==> config.mk <==
export PLATFORM = sky130hd
export DESIGN_NAME = sa_a_skew_feeder
export DESIGN_NICKNAME = d
export VERILOG_FILES = /design/src/rtl/sa_a_skew_feeder.sv
export SDC_FILE = /design/constraint.sdc
export NUM_CORES = 1
export LEC_CHECK = 0
export ABC_AREA = 1
export ABC_CLOCK_PERIOD_IN_PS = 5100
export CAP_MARGIN = 25
export CORE_AREA = 2 2 97 99
export CTS_BUF_LIST = sky130_fd_sc_hd__clkbuf_4
export DETAILED_ROUTE_END_ITERATION = 10
export DIE_AREA = 0 0 99 101
export DONT_BUFFER_PORTS = 1
export HOLD_SLACK_MARGIN = 0.15
export PLACE_DENSITY = 0.64
export RECOVER_POWER = 50
export SYNTH_ARGS = -nofsm -noshare
export SYNTH_HDL_FRONTEND = slang
export SYNTH_SLANG_ARGS = --single-unit
==> constraint.sdc <==
create_clock -name clk_i -period 5.1 [get_ports clk_i]
set_clock_uncertainty 0.05 [all_clocks]
set_input_delay 0.765 -clock clk_i [delete_from_list [all_inputs] [get_ports clk_i]]
set_output_delay 0.765 -clock clk_i [all_outputs]
set_load 0.03 [all_outputs]
==> src/rtl/sa_a_skew_feeder.sv <==
// West-edge A feeder for the INT8 systolic array: accepts one SIZE-lane int8 vector
// per beat and skews lane i by i extra cycles, then drains with zeros at tile end.
module sa_a_skew_feeder #(
    parameter int SIZE  = 4,
    parameter int CNT_W = 16
) (
    input  logic                clk_i,
    input  logic                reset,
    input  logic                in_valid_i,
    output logic                in_ready_o,
    input  logic [SIZE*8-1:0]   in_data_i,
    input  logic                in_last_i,
    output logic [SIZE*8-1:0]   lane_data_o,
    output logic [SIZE-1:0]     lane_valid_o,
    output logic                busy_o,
    output logic                tile_done_o,
    output logic [CNT_W-1:0]    tile_len_o
);

    // Flush counter loads SIZE-2 and counts down to zero, giving SIZE-1 flush cycles.
    localparam int FW = (SIZE > 2) ? $clog2(SIZE) : 1;
    localparam logic [FW-1:0] FLUSH_INIT = FW'((SIZE > 1) ? SIZE - 2 : 0);

    typedef enum logic [1:0] {
        IDLE   = 2'd0,
        STREAM = 2'd1,
        FLUSH  = 2'd2
    } state_t;

    state_t           state_q, state_d;
    logic [FW-1:0]    flush_q, flush_d;
    logic [CNT_W-1:0] cnt_q, cnt_d, cnt_inc;
    logic [CNT_W-1:0] len_q, len_d;
    logic             done_q, done_d;
    logic             accept;

    assign in_ready_o  = (state_q != FLUSH) && !reset;
    assign accept      = in_valid_i && in_ready_o;
    assign busy_o      = (state_q != IDLE);
    assign tile_done_o = done_q;
    assign tile_len_o  = len_q;

    always_comb begin
        state_d = state_q;
        flush_d = flush_q;
        done_d  = 1'b0;
        cnt_inc = (accept && (cnt_q != {CNT_W{1'b1}})) ? cnt_q + CNT_W'(1) : cnt_q;
        case (state_q)
            IDLE, STREAM: begin
                if (accept) begin
                    if (in_last_i) begin
                        if (SIZE == 1) begin
                            state_d = IDLE;
                            done_d  = 1'b1;
                        end else begin
                            state_d = FLUSH;
                            flush_d = FLUSH_INIT;
                        end
                    end else begin
                        state_d = STREAM;
                    end
                end
            end
            FLUSH: begin
                if (flush_q == '0) begin
                    state_d = IDLE;
                    done_d  = 1'b1;
                end else begin
                    flush_d = flush_q - FW'(1);
                end
            end
            default: state_d = IDLE;
        endcase
        // The done edge captures the count including a same-edge last beat (SIZE==1).
        cnt_d = done_d ? '0 : cnt_inc;
        len_d = done_d ? cnt_inc : len_q;
    end

    always_ff @(posedge clk_i or posedge reset) begin
        if (reset) begin
            state_q <= IDLE;
            flush_q <= '0;
            cnt_q   <= '0;
            len_q   <= '0;
            done_q  <= 1'b0;
        end else begin
            state_q <= state_d;
            flush_q <= flush_d;
            cnt_q   <= cnt_d;
            len_q   <= len_d;
            done_q  <= done_d;
        end
    end

    for (genvar i = 0; i < SIZE; i++) begin : g_lane
        localparam int W = i + 1;
        logic [8*W-1:0] data_q, data_d;
        logic [W-1:0]   vld_q, vld_d;
        logic [7:0]     stage0;

        assign stage0 = accept ? in_data_i[8*i +: 8] : 8'd0;

        always_comb begin
            data_d = (data_q << 8) | (8*W)'(stage0);
            vld_d  = (vld_q << 1) | W'(accept);
        end

        always_ff @(posedge clk_i or posedge reset) begin
            if (reset) begin
                data_q <= '0;
                vld_q  <= '0;
            end else begin
                data_q <= data_d;
                vld_q  <= vld_d;
            end
        end

        assign lane_data_o[8*i +: 8] = data_q[8*i +: 8];
        assign lane_valid_o[i]       = vld_q[i];
    end

endmodule

==> impl_metrics.xml <==
<?xml version="1.0" encoding="UTF-8"?>
<metrics>
  <group name="floorplanning">
    <metric name="die_area" unit="mm^2">0.0100</metric>
    <metric name="die_h" unit="um">101</metric>
    <metric name="die_x" unit="um">99</metric>
    <metric name="floorplan.initialDensity" unit="">0.492</metric>
    <metric name="io-pin-count" unit="">91</metric>
    <metric name="num_rows" unit="">35</metric>
    <metric name="fp.coreArea" unit="mm^2">0.00898</metric>
  </group>
  <group name="grt">
    <metric name="grt_use_met3" unit="">0.0693</metric>
    <metric name="initial_antenna_violation_count" unit="">0</metric>
    <metric name="grt.overflow.total" unit="">0</metric>
    <metric name="grt.total_usage" unit="">0.165</metric>
    <metric name="maximum_number_of_pins_on_one_net_before_global_route_repair" unit="">64</metric>
    <metric name="met2_usage" unit="">0.247</metric>
    <metric name="busiest_layer" unit="">met2</metric>
    <metric name="global_route_wire_length_before_repair" unit="um">12500</metric>
    <metric name="first_global_vias" unit="">2608</metric>
    <metric name="grt.met1_usage" unit="">0.210</metric>
  </group>
  <group name="routing">
    <metric name="route.final.wire_length" unit="um">7380</metric>
    <metric name="vias" unit="">2674</metric>
    <metric name="drt_drc_violations_left" unit="">0</metric>
    <metric name="drtAntennaViolNets" unit="">0</metric>
    <metric name="drt_first_iter_violations" unit="">90</metric>
    <metric name="wl_per_cell" unit="um">13.1</metric>
    <metric name="detail_route.first_pass.iterations" unit="">4</metric>
    <metric name="drt-vias-per-instance" unit="">4.73</metric>
  </group>
  <group name="critical_path">
    <metric name="worstPathMaxFanout" unit="">61</metric>
    <metric name="critPathKind" unit="">in2reg</metric>
    <metric name="crit_chain" unit="">inv_4 &gt; nand3_1 &gt; clkbuf_1 &gt; nor2_2 &gt; nand2_1 &gt; nand2_1 &gt; nand2_1 &gt; nand2_1</metric>
    <metric name="critical_path_s_top_delay_family" unit="">buffers and inverters</metric>
    <metric name="r2r-start" unit="">flush_q[0]$_DFFE_PP0P_</metric>
    <metric name="path_common_cell" unit="">nand2_1</metric>
    <metric name="critical-path-max-stage-delay" unit="ps">1280</metric>
    <metric name="startpoint" unit="">reset</metric>
    <metric name="required_time_of_the_worst_setup_path" unit="ps">5450</metric>
    <metric name="worst_ep_arrival_time" unit="ps">3100</metric>
    <metric name="path_buf_inv" unit="">2</metric>
    <metric name="slowest_stage" unit="">clkbuf_1</metric>
    <metric name="worst_setup_path_end_kind" unit="">register</metric>
    <metric name="critical_path.startpoint_type" unit="">input pin</metric>
  </group>
  <group name="sta">
    <metric name="worst-slew-pin-transition" unit="ps">1760</metric>
    <metric name="layout_min_cycle_time" unit="ps">2750</metric>
    <metric name="hold-worst-slack" unit="ps">190</metric>
    <metric name="period_share" unit="">0.540</metric>
    <metric name="grt_setup_unrepaired" unit="">false</metric>
    <metric name="max_freq" unit="MHz">363</metric>
    <metric name="setup_viol" unit="">0</metric>
    <metric name="count_of_final_hold_check_violations" unit="">0</metric>
    <metric name="max_slew_violations" unit="">39</metric>
    <metric name="postLayoutSetupSlackWorst" unit="ps">2350</metric>
    <metric name="timing.setup.tns" unit="ps">0</metric>
    <metric name="slew_headroom" unit="">-0.173</metric>
  </group>
  <group name="yosys">
    <metric name="synthXorXnorAreaFrac" unit="">0.00198</metric>
    <metric name="ys_seq_area_frac" unit="">0.685</metric>
    <metric name="number_of_flops_mapped_to_enable_cells_by_yosys" unit="">0</metric>
    <metric name="synthDistinctLibCells" unit="">26</metric>
    <metric name="synth_largest_area_cell" unit="">dfrtp_1</metric>
    <metric name="fraction_of_the_mapped_netlist_area_in_compound_gates" unit="">0.0127</metric>
    <metric name="fraction_of_registers_with_async_set_or_reset_after_synthesis" unit="">1.00</metric>
    <metric name="postSynthAreaPerCell" unit="um^2">10.3</metric>
    <metric name="mappedNetlistNets" unit="">467</metric>
    <metric name="combinational_family_with_the_most_area_after_synthesis" unit="">simple AND/OR/NAND/NOR gates</metric>
    <metric name="synth_simple_gate_area_frac" unit="">0.226</metric>
    <metric name="ys_ff_latch" unit="">121</metric>
    <metric name="post-synth-top-count-cell" unit="">dfrtp_1</metric>
    <metric name="netlist_area" unit="mm^2">0.00442</metric>
    <metric name="synthesis.instances" unit="">429</metric>
    <metric name="synth_top_cells_by_area" unit="">dfrtp_1 (69%), nand2_1 (9.6%), nor2_1 (5.3%), inv_1 (5.2%), nand3_1 (2.4%)</metric>
    <metric name="synth.yosys.warnings" unit="">0</metric>
    <metric name="postSynth.topFlopCell" unit="">dfrtp_1</metric>
    <metric name="synth_top_cell_area_share" unit="">0.685</metric>
    <metric name="yosys-top-cells-count" unit="">dfrtp_1 (121), nand2_1 (113), nor2_1 (62), inv_1 (61), nand3_1 (21)</metric>
    <metric name="synth.area.mux_share" unit="">0</metric>
    <metric name="synthAdderAreaFrac" unit="">0.00566</metric>
  </group>
  <group name="power">
    <metric name="peakVddDrop" unit="V">0.000162</metric>
    <metric name="cellLeakagePower" unit="uW">0.00258</metric>
    <metric name="power" unit="uW">2340</metric>
    <metric name="powerDensity" unit="mW/mm^2">486</metric>
  </group>
  <group name="status">
    <metric name="status" unit="">finished, violations left</metric>
    <metric name="failed_checks" unit="">max-capacitance violations, max-slew violations</metric>
  </group>
  <group name="hold_path">
    <metric name="hold_class" unit="">in2async</metric>
  </group>
  <group name="clock_network">
    <metric name="cts_setup_buffers" unit="">0</metric>
    <metric name="cts.hold.buffers_added" unit="">0</metric>
    <metric name="cts-htree-levels" unit="">4</metric>
    <metric name="cts_repair_resize_count" unit="">0</metric>
    <metric name="cts.path.max_buffers" unit="">2</metric>
    <metric name="clkLatencyLatePin" unit="ps">500</metric>
    <metric name="ctsRootBufferMaster" unit="">clkbuf_4</metric>
    <metric name="clkTransAtPathRegs" unit="ps">120</metric>
    <metric name="cts_made_buffers" unit="">17</metric>
    <metric name="cts.sink_count" unit="">121</metric>
    <metric name="tritoncts" unit="">built</metric>
  </group>
  <group name="finish">
    <metric name="layout.nets" unit="">479</metric>
    <metric name="antennaDiodeCount" unit="">0</metric>
    <metric name="finalInstanceArea" unit="mm^2">0.00482</metric>
    <metric name="layout-drive-gt1-share" unit="">0.123</metric>
    <metric name="flow.area_growth_from_synthesis" unit="%">9.12</metric>
  </group>
  <group name="place">
    <metric name="port-buffer-count" unit="">0</metric>
    <metric name="dpl_cell_area" unit="mm^2">0.00452</metric>
    <metric name="dp_hpwl" unit="um">4830</metric>
    <metric name="gp_routability_congestion" unit="">0.785</metric>
    <metric name="post-place-ws" unit="ps">2520</metric>
  </group>
  <group name="flow_run">
    <metric name="max_cap_violations" unit="">1</metric>
  </group>
</metrics>
stage by stage:
step | util | std cells
6_report | 0.537 | 565
5_1_grt | 0.537 | 565
4_1_cts | 0.540 | 565
3_5_place_dp | 0.504 | 533
3_3_place_gp | 0.504 | 533
2_1_floorplan | - | 429
power breakdown:
part / total [uW] / switching [uW] / internal (uW)
registers: 1340 / 242 / 1090
clock network: 748 / 388 / 360
logic: 258 / 177 / 81.3
total: 2340 / 807 / 1540
cell usage in the layout, fill, tap and decap left out, drive strengths merged, types with 2 or more instances in the layout:
cell,count
nand2,117
dfrtp,121
clkinv,3
bufinv,3
clkinvlp,2
nand3,28
clkbuf,20
nand4,6
ha,2
a21oi,5
inv,70
nor2,70
area by class of cell:
type | count | area (um^2)
inverter | 64 | 243
timing repair buffer | 3 | 15.0
sequential | 121 | 3030
clock inverter | 14 | 189
multi-input combinational | 234 | 1070
clock buffer | 18 | 135
fill | 818 | 4160
tap | 111 | 139
logic make-up (layout without fill, tap and decap cells):
| kind of cell | count (synthesis) | after routing |
|---|---|---|
| compound gates | 9 | 9 |
| xor+xnor | 1 | 1 |
| fa+ha+maj | 2 | 2 |
| buf+inv | 74 | 99 |
| flops | 121 | 121 |
| simple gates | 222 | 222 |
routing by layer:
layer | up-vias | wire [um]
met5 | - | 0
met4 | 0 | 116
met3 | 9 | 541
met2 | 94 | 3420
met1 | 1256 | 3300
li1 | 1315 | -
path summary, 6_finish.rpt:
check,endpoint,cells past startpoint,slack (ps)
max in group asynchronous,g_lane[3].data_q[17]$_DFF_PP0_,2,3560
worst max-delay path,tile_len_o[10]$_DFFE_PP0N_,8,2350
worst min-delay path,g_lane[3].data_q[3]$_DFF_PP0_,1,190
min in group clk_i,g_lane[3].data_q[27]$_DFF_PP0_,0,290
worst min register to register,g_lane[3].data_q[27]$_DFF_PP0_,0,290
worst max register to register,tile_len_o[13]$_DFFE_PP0N_,8,2410
state kept, by name (all words and copies together), names as in the netlist:
name           count
g_lane.data_q     80
g_lane.vld_q       4
flush_q            2
cnt_q             16
tile_done_o        1
state_q            2
tile_len_o        16
(Power assumes the default switching activity.)
